$ cat src/rtl/scp_run_ctrl.sv
// -----------------------------------------------------------------------------
// scp_run_ctrl
//
// Run controller for a soft processor core. It holds the core in reset for a
// fixed number of clocks after reset release, then lets it run freely or
// single-step. The run ends when any of these happens:
//   - an external halt request arrives,
//   - the enabled-cycle budget is used up,
//   - the PC stops changing for a number of enabled cycles in a row.
// After the run ends, a restart request sends the core back through the reset
// hold sequence.
//
// Ports
//   clk        : rising-edge clock
//   rst        : asynchronous active-low reset
//   step_mode  : 1 = single-step, 0 = free-run
//   step_req   : step request (level, sampled every edge)
//   halt_req   : external stop request
//   restart    : rerun request, honoured only once the run has finished
//   pc_in      : current processor PC
//   core_rst   : active-high processor reset
//   core_en    : processor clock enable
//   done       : run finished (sticky until restart or reset)
//   done_cause : 00 none, 01 cycle limit, 10 PC stall, 11 halt request
//   cycle_cnt  : number of enabled cycles; saturates, never wraps
//
// All outputs come straight from registers.
// -----------------------------------------------------------------------------
module scp_run_ctrl #(
    parameter int unsigned RESET_CYCLES = 4,
    parameter int unsigned MAX_CYCLES   = 250,
    parameter int unsigned STALL_LIMIT  = 4,
    parameter int unsigned CNT_W        = 16,
    parameter int unsigned PC_W         = 32
) (
    input  logic             clk,
    input  logic             rst,
    input  logic             step_mode,
    input  logic             step_req,
    input  logic             halt_req,
    input  logic             restart,
    input  logic [PC_W-1:0]  pc_in,
    output logic             core_rst,
    output logic             core_en,
    output logic             done,
    output logic [1:0]       done_cause,
    output logic [CNT_W-1:0] cycle_cnt
);

    typedef enum logic [1:0] {S_HOLD, S_RUN, S_STEP, S_DONE} state_t;

    localparam int unsigned      SW       = $clog2(STALL_LIMIT + 2);
    localparam logic [CNT_W-1:0] CNT_MAX  = {CNT_W{1'b1}};
    localparam logic [CNT_W-1:0] MAX_C    = CNT_W'(MAX_CYCLES);
    // The budget can only trigger if it is non-zero and fits the counter.
    localparam bit               LIMIT_ON = (MAX_CYCLES != 0) &&
                                            (64'(MAX_C) == 64'(MAX_CYCLES));
    localparam bit               STALL_ON = (STALL_LIMIT != 0);
    localparam logic [SW-1:0]    STALL_C  = SW'(STALL_LIMIT);
    localparam logic [7:0]       HOLD_C   = 8'(RESET_CYCLES);

    state_t           state_q, state_d;
    logic             core_rst_q, core_rst_d;
    logic             core_en_q, core_en_d;
    logic             done_q, done_d;
    logic [1:0]       cause_q, cause_d;
    logic [CNT_W-1:0] cnt_q, cnt_d;
    logic [7:0]       hold_cnt_q, hold_cnt_d;
    logic [SW-1:0]    stall_cnt_q, stall_cnt_d;
    logic [PC_W-1:0]  pc_prev_q, pc_prev_d;

    logic             pc_same;
    logic [CNT_W-1:0] cnt_inc;
    logic [SW-1:0]    stall_inc;
    logic             limit_hit;
    logic             stall_hit;

    always_comb begin
        state_d     = state_q;
        core_rst_d  = core_rst_q;
        core_en_d   = core_en_q;
        done_d      = done_q;
        cause_d     = cause_q;
        cnt_d       = cnt_q;
        hold_cnt_d  = hold_cnt_q;
        stall_cnt_d = stall_cnt_q;
        pc_prev_d   = pc_prev_q;

        pc_same   = (pc_in == pc_prev_q);
        cnt_inc   = (cnt_q == CNT_MAX) ? cnt_q : cnt_q + CNT_W'(1);
        stall_inc = (STALL_ON && pc_same) ? stall_cnt_q + SW'(1) : '0;
        limit_hit = LIMIT_ON && (cnt_inc == MAX_C) && (cnt_q != MAX_C);
        stall_hit = STALL_ON && pc_same && (stall_inc == STALL_C);

        case (state_q)
            S_HOLD: begin
                core_rst_d  = 1'b1;
                core_en_d   = 1'b0;
                stall_cnt_d = '0;
                pc_prev_d   = '0;
                hold_cnt_d  = hold_cnt_q + 8'd1;
                if (hold_cnt_q + 8'd1 == HOLD_C) begin
                    hold_cnt_d = '0;
                    core_rst_d = 1'b0;
                    if (step_mode) begin
                        state_d   = S_STEP;
                        core_en_d = 1'b0;
                    end else begin
                        state_d   = S_RUN;
                        core_en_d = 1'b1;
                    end
                end
            end

            S_RUN, S_STEP: begin
                if (halt_req) begin
                    // A halting edge does not count as an enabled cycle.
                    state_d   = S_DONE;
                    core_en_d = 1'b0;
                    done_d    = 1'b1;
                    cause_d   = 2'b11;
                end else begin
                    if (core_en_q) begin
                        cnt_d       = cnt_inc;
                        pc_prev_d   = pc_in;
                        stall_cnt_d = stall_inc;
                    end
                    if (core_en_q && limit_hit) begin
                        state_d   = S_DONE;
                        core_en_d = 1'b0;
                        done_d    = 1'b1;
                        cause_d   = 2'b01;
                    end else if (core_en_q && stall_hit) begin
                        state_d   = S_DONE;
                        core_en_d = 1'b0;
                        done_d    = 1'b1;
                        cause_d   = 2'b10;
                    end else if (step_mode) begin
                        // Entering step mode from RUN always starts disabled;
                        // an active step pulse masks step_req for one edge so
                        // a held request yields a pulse every second clock.
                        state_d   = S_STEP;
                        core_en_d = (state_q == S_STEP) && !core_en_q && step_req;
                    end else begin
                        state_d   = S_RUN;
                        core_en_d = 1'b1;
                    end
                end
            end

            S_DONE: begin
                if (restart) begin
                    state_d     = S_HOLD;
                    core_rst_d  = 1'b1;
                    core_en_d   = 1'b0;
                    done_d      = 1'b0;
                    cause_d     = 2'b00;
                    cnt_d       = '0;
                    hold_cnt_d  = '0;
                    stall_cnt_d = '0;
                    pc_prev_d   = '0;
                end
            end

            default: begin
                state_d = S_HOLD;
            end
        endcase
    end

    always_ff @(posedge clk or negedge rst) begin
        if (!rst) begin
            state_q     <= S_HOLD;
            core_rst_q  <= 1'b1;
            core_en_q   <= 1'b0;
            done_q      <= 1'b0;
            cause_q     <= 2'b00;
            cnt_q       <= '0;
            hold_cnt_q  <= '0;
            stall_cnt_q <= '0;
            pc_prev_q   <= '0;
        end else begin
            state_q     <= state_d;
            core_rst_q  <= core_rst_d;
            core_en_q   <= core_en_d;
            done_q      <= done_d;
            cause_q     <= cause_d;
            cnt_q       <= cnt_d;
            hold_cnt_q  <= hold_cnt_d;
            stall_cnt_q <= stall_cnt_d;
            pc_prev_q   <= pc_prev_d;
        end
    end

    assign core_rst   = core_rst_q;
    assign core_en    = core_en_q;
    assign done       = done_q;
    assign done_cause = cause_q;
    assign cycle_cnt  = cnt_q;

endmodule

$ cat config.mk
export PLATFORM = sky130hd
export DESIGN_NAME = scp_run_ctrl
export DESIGN_NICKNAME = d
export VERILOG_FILES = /design/src/rtl/scp_run_ctrl.sv
export SDC_FILE = /design/constraint.sdc
export NUM_CORES = 1
export LEC_CHECK = 0
export ABC_CLOCK_PERIOD_IN_PS = 3100
export CAP_MARGIN = 20
export CORE_MARGIN = 2
export CORE_UTILIZATION = 54
export DETAILED_ROUTE_END_ITERATION = 8
export GPL_TIMING_DRIVEN = 0
export PLACE_DENSITY = 0.8
export SKIP_LAST_GASP = 1
export SYNTH_ARGS = -nofsm -noshare
export SYNTH_HDL_FRONTEND = slang
export SYNTH_SLANG_ARGS = --single-unit
$ cat constraint.sdc
create_clock -name clk -period 3.1 [get_ports clk]
set_input_delay 0.62 -clock clk [delete_from_list [all_inputs] [get_ports clk]]
set_output_delay 0.62 -clock clk [all_outputs]
set_load 0.02 [all_outputs]
==> results of run 1 <==
synthesized netlist by cell type (2+ instances only):
master	n	area, um2
a31oi_1	8	50.05
nor4_1	7	43.79
nand4_1	16	100.1
nand3_1	19	95.09
nor3b_1	2	15.01
o22ai_1	2	12.51
xnor2_1	38	332.8
o2bb2ai_1	3	26.28
nor2b_1	2	12.51
xor2_1	3	26.28
ha_1	7	87.58
o31ai_1	2	15.01
a221o_1	2	20.02
buf_2	5	25.02
nor3_1	6	30.03
mux2i_1	2	20.02
and3_1	3	18.77
clkbuf_1	22	82.58
nor4b_1	2	17.52
nand2b_1	5	31.28
and4_1	3	26.28
nand3b_1	2	15.01
inv_1	8	30.03
dfrtp_1	65	1627
a21oi_1	16	80.08
o21ai_0	58	290.3
nand2_1	91	341.6
o22a_1	2	17.52
nor2_1	21	78.83
o21ai_1	2	10.01
mux2_2	2	22.52
logic make-up after synthesis:
logic type,synth area share (%)
AND/OR/NAND/NOR,24.23
flip-flops,42.61
XOR/XNOR,9.258
buffers and inverters,4.161
multiplexers,1.097
adder cells (fa/ha/maj),2.258
AO/OA/AOI/OAI,16.39
power groups by stage:
stage / Clock [uW] / Combinational (uW) / Sequential [uW]
after floorplan: 0 / 1360 / 1380
after global placement: 0 / 2000 / 1350
after detailed placement: 0 / 2050 / 1370
after CTS: 637 / 2060 / 1350
after global routing: 679 / 2340 / 1390
final: 635 / 2040 / 1350
layout make-up:
class | count | share of cell area, %
plain buffers | 30 | 2.772
clock buffers | 11 | 2.772
clock inverters | 5 | 0.6600
inverters | 8 | 0.6336
multi-input cells | 347 | 43.56
flip-flops and latches | 66 | 34.87
well taps | 96 | 2.534
repair buffers | 58 | 12.20
through the flow:
stage	std cells	hold WS (ns)
CTS	621	0.4042
detailed placement	605	0.4875
global route	621	0.4358
finish	621	0.3649
global placement	605	0.4696
floorplan	451	0.3244
worst max-delay path: cells and delay by family (launching register included):
family	cells	cell delay, ns
and+or+nand+nor	4	1.06
AOI/OAI and AO/OA	3	0.70
DFF	1	0.50
adders and majority gates	1	0.35
buffers and inverters	1	0.15
sequential cells by signal (all words and copies together) (netlist names):
| register | flops |
|---|---|
| stall_cnt_q | 3 |
| core_en | 1 |
| cycle_cnt | 16 |
| done_cause | 2 |
| state_q | 2 |
| hold_cnt_q | 8 |
| core_rst | 1 |
| pc_prev_q | 32 |
| done | 1 |
final timing paths:
| kind | depth (start not counted) | start | to |
|---|---|---|---|
| max | 9 | cycle_cnt[1]$_DFFE_PN0P_ | state_q[1]$_DFFE_PN0P_ |
| min | 1 | rst | hold_cnt_q[7]$_DFFE_PN0P_ |
| max in group asynchronous | 1 | rst | cycle_cnt[4]$_DFFE_PN0P_ |
| max reg2reg | 9 | cycle_cnt[1]$_DFFE_PN0P_ | state_q[1]$_DFFE_PN0P_ |
| min in group clk | 2 | pc_prev_q[5]$_DFFE_PN0P_ | pc_prev_q[5]$_DFFE_PN0P_ |
| min reg2reg | 2 | pc_prev_q[5]$_DFFE_PN0P_ | pc_prev_q[5]$_DFFE_PN0P_ |
layer usage:
metal | track usage, % | wire length, um
met4 | 10.47 | 175
met5 | 0 | 0
met3 | 4.011 | 435
met1 | 34.56 | 4163
met2 | 44.50 | 4507
==> run_results.csv, run 1 <==
group,metric,value,unit
worst_setup_path,cp_slowest_cell,"or4_4",
cts,cts.clk_slew.worst_paths,0.07,ns
sta,finalClockSkew,0.009463,ns
placed_design,gp_congestion,0.8842,
power,internal_power,2159,uW
detailed_routing,ant_nets,0,
cells_and_area,layout.nets,565,
hold_path,min_path_type,"input pin to async pin",
cts,cts_tree,"built",
power,pwr-share-comb,50.7,%
logic_synthesis,synth_cell_types,56,
worst_setup_path,regToRegSetupSlack,0.21,ns
cells_and_area,multi_input_area,2064,um2
worst_setup_path,worstPathCellList,"ha_1 -> nand3_1 -> or4_4 -> buf_6 -> and2_4 -> a31oi_4 -> nor4_4 -> o211a_1 -> a221o_1",
worst_setup_path,cp_slowest_stage_delay,0.54,ns
sta,max_clock_freq,345.9,MHz
cts,clock_tree.root_cell,"clkbuf_8",
die,dieWidth,88.75,um
logic_synthesis,ys_seq_area_share,42.61,%
status,status,"completed",
power,pwr-share-clk,15.8,%
cells_and_area,final_util,69.00,%
logic_synthesis,async_flop_share,100.0,%
worst_setup_path,critical_path_peak_fanout,9,
cells_and_area,layout_commonest_cell,"nand2_1",
sta,period_share,93.27,%
die,start_util,56.47,%
cells_and_area,final_cell_mix,"91 x nand2_1, 65 x dfrtp_1, 58 x o21ai_0",
die,ios,59,
power,switching_share,46.42,%
power,power_density,850.1,nW/um2
detailed_routing,firstDrtPassIters,5,
sta,max_slew_margin,44.99,%
global_routing,grt_overflow,0,
worst_setup_path,start_kind,"register",
cells_and_area,insertedDiodeCount,0,
global_routing,grtUsageTotal,26.55,%
cts,cts-buffers-inserted,9,
detailed_routing,detail_route.vias_per_cell,5.717,
global_routing,antenna_found_initial,0,
cts,cts_resized,0,
worst_setup_path,critPathRequiredTime,3.32,ns
placed_design,dpl_cell_area,4577,um2
sta,setup_ws,0.2086,ns
logic_synthesis,synth_cells,451,
sta,fin_tns_setup,0,ns
cells_and_area,stdcell_area,4740,um2
detailed_routing,drcViolationCount,0,
detailed_routing,wl,9282,um
power,p_leak,0.001881,uW
detailed_routing,drtIter0Drc,321,
placed_design,portBuffers,58,
power,vdd_ir_drop_max,0.4479,mV
die,rows,30,
sta,maxSlewViolCount,0,
cells_and_area,drive_above_1_share,6.667,%
sta,worst_slew_pin_slew,0.8251,ns
worst_setup_path,end_kind,"register",
placed_design,hpwl,6770,um
logic_synthesis,syn_area,3879,um2
global_routing,grt_pass1_vias,3561,
cts,h-tree-depth,3,
cts,holdBufCountCts,0,
die,die_h,88.75,um
cts,cts_setup_buffers,0,
cts,cts_sinks,66,
logic_synthesis,synth_flop_cell,"dfrtp_1",
worst_setup_path,arrival,3.11,ns
flow_run,cap_violations,0,
sta,grt_setup_unrepaired,"false",
cts,cts_max_path_buffers,2,
logic_synthesis,ys_ff_latch,66,
die,core,6869,um2
global_routing,grt_pass1_wl,16290,um
power,p_seq_share,33.6,%
detailed_routing,wl_per_cell,14.95,um
logic_synthesis,avgSynthCellArea,8.600,um2
cells_and_area,regArea,1653,um2
power,p_switching,1871,uW
worst_setup_path,worst-setup-path-type,"register to register",
die,dieArea,7877,um2
sta,setup_viol,0,
logic_synthesis,syn_nets,496,
power,power.total,4029,uW
sta,hold_viol,0,
logic_synthesis,synth_edf_count,0,
sta,period_minus_slack,2.891,ns
global_routing,grt_max_degree,67,
cts,clock_latency,0.35,ns
detailed_routing,via_count,3550,
placed_design,dpl_worst_slack,0.05562,ns
cells_and_area,area_growth,22.19,%
logic_synthesis,yosysWarningCount,0,
cells_and_area,fillCellCount,555,
(Power assumes the default switching activity.)
==> run 2: changes to the inputs <==
ABC_CLOCK_PERIOD_IN_PS = 3500   (was 3100)
CORE_UTILIZATION = 59   (was 54)
PLACE_DENSITY = 0.86   (was 0.8)
SKIP_CTS_REPAIR_TIMING = 1   (was default)
clock period = 3.5 ns   (was 3.1 ns; I/O delays follow)
==> run_results.csv, run 2 (same netlist as run 1, synthesis figures left out) <==
group,metric,value,unit
status,status,"completed",
cells_and_area,insertedDiodeCount,0,
global_routing,grt_pass1_vias,3441,
worst_setup_path,critPathRequiredTime,3.77,ns
detailed_routing,detail_route.vias_per_cell,5.963,
sta,period_share,83.71,%
die,dieArea,7239,um2
power,p_leak,0.001887,uW
placed_design,hpwl,6776,um
die,core,6350,um2
flow_run,cap_violations,0,
placed_design,portBuffers,58,
die,dieWidth,85.08,um
cells_and_area,layout.nets,565,
cells_and_area,drive_above_1_share,6.667,%
sta,period_minus_slack,2.930,ns
global_routing,antenna_found_initial,0,
cells_and_area,stdcell_area,4740,um2
detailed_routing,drcViolationCount,0,
placed_design,dpl_cell_area,4553,um2
sta,maxSlewViolCount,0,
cells_and_area,layout_commonest_cell,"nand2_1",
cts,clock_tree.root_cell,"clkbuf_8",
sta,max_slew_margin,44.05,%
die,start_util,61.08,%
cells_and_area,final_cell_mix,"91 x nand2_1, 65 x dfrtp_1, 58 x o21ai_0",
cells_and_area,largest_reg_flops,32,
sta,fin_tns_setup,0,ns
detailed_routing,wl_per_cell,15.59,um
placed_design,gp_congestion,0.9080,
cells_and_area,area_growth,22.19,%
global_routing,grt_overflow,0,
worst_setup_path,worst-setup-path-type,"input pin to register",
hold_path,min_path_type,"input pin to async pin",
worst_setup_path,critical_path_peak_fanout,10,
worst_setup_path,end_kind,"register",
power,vdd_ir_drop_max,0.4888,mV
detailed_routing,wl,9387,um
worst_setup_path,arrival,3.20,ns
sta,max_clock_freq,341.3,MHz
cts,cts_tree,"built",
detailed_routing,via_count,3590,
power,power.total,3669,uW
cts,h-tree-depth,3,
sta,worst_slew_pin_slew,0.8392,ns
cts,cts_max_path_buffers,2,
worst_setup_path,start_kind,"input pin",
sta,hold_viol,0,
sta,grt_setup_unrepaired,"false",
cells_and_area,largest-register,"pc_prev_q",
die,ios,59,
sta,setup_viol,0,
global_routing,grtUsageTotal,28.12,%
die,die_h,85.08,um
detailed_routing,firstDrtPassIters,5,
cts,cts.clk_slew.worst_paths,0.07,ns
sta,finalClockSkew,0.009215,ns
cts,cts-buffers-inserted,9,
power,power_density,774.2,nW/um2
die,rows,29,
cts,clock_latency,0.36,ns
detailed_routing,ant_nets,0,
cts,cts_sinks,66,
global_routing,grt_max_degree,67,
global_routing,grt_pass1_wl,16170,um
detailed_routing,drtIter0Drc,330,
## run 2: worst paths after layout
check                                      startpoint                         end  slack (ns)  depth (start not counted)
max                                           restart   cycle_cnt[12]$_DFFE_PN0P_        0.57                          7
min                                               rst   hold_cnt_q[5]$_DFFE_PN0P_        0.45                          1
max reg2reg                  cycle_cnt[1]$_DFFE_PN0P_      state_q[1]$_DFFE_PN0P_        0.58                          9
min reg2reg                stall_cnt_q[1]$_DFFE_PN0P_  stall_cnt_q[1]$_DFFE_PN0P_        0.49                          2
max in group asynchronous                         rst   pc_prev_q[24]$_DFFE_PN0P_        2.51                          1
min in group clk           stall_cnt_q[1]$_DFFE_PN0P_  stall_cnt_q[1]$_DFFE_PN0P_        0.49                          2
## run 2: metrics by stage
stage | worst slack, ns | hold slack [ns] | util (%) | cells
2_1_floorplan | 0.8076 | 0.4044 | - | 451
3_3_place_gp | -0.4938 | 0.4711 | 71.74 | 586
3_5_place_dp | 0.3153 | 0.4751 | 71.70 | 586
4_1_cts | 0.6210 | 0.4807 | 74.64 | 602
5_1_grt | 0.3327 | 0.5213 | 74.64 | 602
6_report | 0.5701 | 0.4512 | 74.64 | 602
## run 2: metal layers
layer	track usage [%]	part of all wire, %	vias to the layer above
met5	0	0	-
met4	11.40	2.2	0
met3	6.323	6.5	24
met2	44.46	49	148
met1	37.70	43	1691
li1	-	-	1727
## run 2: where the power goes
part | internal, uW | switching [uW] | leakage (uW)
sequential | 1010 | 190 | 0.000870
combinational | 650 | 1190 | 0.000928
clock | 327 | 305 | 0.0000893
## run 2: final cells by class
cell class / instances / area, um2
Fill cell: 475 / 1610
Tap cell: 77 / 96.34
Timing Repair Buffer: 58 / 578.1
Sequential cell: 66 / 1653
Multi-Input combinational cell: 347 / 2064
Clock inverter: 5 / 55.05
Clock buffer: 11 / 131.4
Inverter: 8 / 30.03
Buffer: 30 / 131.4
## run 2: critical path: stages
cell             delay, ns
clkdlybuf4s50_1       0.54
nand2b_1              0.21
nand2_1               0.21
nor3b_1               0.69
clkbuf_1              0.49
o21ai_0               0.17
a2bb2oi_1             0.19
==> run 3: changes to the inputs <==
ABC_CLOCK_PERIOD_IN_PS = 2780   (was 3500)
CORE_UTILIZATION = 54   (was 59)
PLACE_DENSITY = 0.8   (was 0.86)
clock period = 2.78 ns   (was 3.5 ns; I/O delays follow)
==> run_results.csv, run 3 (same netlist as run 1, synthesis figures left out) <==
group,metric,value,unit
hold_path,min_path_type,"input pin to async pin",
global_routing,grt_overflow,0,
detailed_routing,wl,9328,um
sta,finalClockSkew,0.009471,ns
cells_and_area,layout_commonest_cell,"nand2_1",
cells_and_area,final_util,69.54,%
global_routing,grt_pass1_wl,16290,um
detailed_routing,wl_per_cell,15.05,um
detailed_routing,firstDrtPassIters,5,
cells_and_area,final_cell_mix,"91 x nand2_1, 64 x dfrtp_1, 58 x o21ai_0",
placed_design,hpwl,6770,um
cells_and_area,area_growth,23.16,%
global_routing,grt_max_degree,67,
placed_design,dpl_worst_slack,-0.2004,ns
power,p_leak,0.001900,uW
worst_setup_path,rr_worst_depth,9,
cells_and_area,insertedDiodeCount,0,
power,power.total,4510,uW
cts,clock_tree.root_cell,"clkbuf_8",
worst_setup_path,critical_path_peak_fanout,9,
worst_setup_path,worstReg2RegEnd,"state_q[1]$_DFFE_PN0P_",
worst_setup_path,regToRegSetupSlack,0.12,ns
die,core,6869,um2
placed_design,dp_cells,605,
sta,worst_slew_pin_slew,0.8238,ns
detailed_routing,ant_nets,0,
cts,clock_latency,0.35,ns
cells_and_area,largest_reg_flops,32,
sta,period_share,95.71,%
sta,setup_viol,0,
worst_setup_path,arrival,2.89,ns
sta,max_clock_freq,375.8,MHz
worst_setup_path,r2r_start,"cycle_cnt[1]$_DFFE_PN0P_",
cells_and_area,largest-register,"pc_prev_q",
sta,period_minus_slack,2.661,ns
cells_and_area,fillCellCount,544,
global_routing,antenna_found_initial,0,
die,start_util,56.47,%
detailed_routing,drtIter0Drc,322,
cells_and_area,drive_above_1_share,7.824,%
global_routing,grt_pass1_vias,3561,
cells_and_area,regArea,1654,um2
cts,cts_max_path_buffers,2,
power,power_density,944.0,nW/um2
worst_setup_path,end_kind,"register",
sta,grt_setup_unrepaired,"true",
global_routing,grtUsageTotal,26.55,%
sta,max_slew_margin,45.08,%
sta,maxSlewViolCount,0,
worst_setup_path,start_kind,"register",
placed_design,portBuffers,58,
die,die_h,88.75,um
sta,holdWs,0.2980,ns
cells_and_area,stdcell_count,620,
cts,cts_sinks,66,
flow_run,cap_violations,0,
placed_design,gp_congestion,0.8842,
cells_and_area,multi_input_area,2103,um2
die,ios,59,
sta,setup_ws,0.1193,ns
sta,hold_viol,0,
cts,cts_tree,"built",
detailed_routing,detail_route.vias_per_cell,5.773,
detailed_routing,drcViolationCount,0,
power,vdd_ir_drop_max,0.5008,mV
die,rows,30,
die,dieArea,7877,um2
cts,h-tree-depth,3,
cells_and_area,layout.nets,564,
status,status,"completed",
cts,cts-buffers-inserted,9,
worst_setup_path,critPathRequiredTime,3.00,ns
worst_setup_path,worst-setup-path-type,"register to register",
detailed_routing,via_count,3579,
cts,cts.clk_slew.worst_paths,0.07,ns
die,dieWidth,88.75,um
## run 3: worst max-delay path, stage by stage (launching register included)
cell     delay (ns)
dfrtp_2        0.46
ha_2           0.29
nand3_2        0.16
or4_4          0.51
buf_6          0.15
and2_4         0.17
a31oi_4        0.20
nor4_4         0.10
o211a_1        0.23
a221o_1        0.27
## run 3: how the worst max path moves through the flow
stage,start,endpoint,slack [ns],depth (start not counted)
3_3_place_gp,rst,pc_prev_q[30]$_DFFE_PN0P_,-1.09,1
2_1_floorplan,cycle_cnt[1]$_DFFE_PN0P_,state_q[0]$_DFFE_PN0P_,0.09,9
3_5_place_dp,restart,cycle_cnt[12]$_DFFE_PN0P_,-0.20,7
4_1_cts,cycle_cnt[1]$_DFFE_PN0P_,state_q[1]$_DFFE_PN0P_,-0.11,9
6_report,cycle_cnt[1]$_DFFE_PN0P_,state_q[1]$_DFFE_PN0P_,0.12,9
5_1_grt,cycle_cnt[0]$_DFFE_PN0P_,done_cause[1]$_DFFE_PN0P_,-0.009,8
## run 3: cell type report
cell class | instances | share of cell area (%)
plain buffers | 29 | 2.698
well taps | 96 | 2.514
repair buffers | 58 | 12.10
multi-input cells | 347 | 44.03
inverters | 8 | 0.6286
clock inverters | 5 | 0.6548
flip-flops and latches | 66 | 34.63
clock buffers | 11 | 2.750
## run 3: where the power goes
group          total [uW]  leakage [uW]  internal (uW)  switching, uW
registers            1510      0.000869           1270            243
logic                2290      0.000949            824           1470
clock network         707     0.0000831            321            386
total                4510       0.00190           2410           2090
## run 3: layer usage
metal	share of wire (%)	GRT usage (%)	vias to the layer above
met3	4.7	4.011	20
met1	45	34.56	1722
met5	0	0	-
met2	49	44.50	122
met4	2.0	10.47	0
li1	-	-	1715
## run 3: metrics by stage
step / TNS (ns) / instance area (um2)
finish: 0 / 4777
global route: -0.008768 / 4777
CTS: -0.2785 / 4740
detailed placement: -0.9381 / 4577
global placement: -71.86 / 4579
floorplan: 0 / 3879
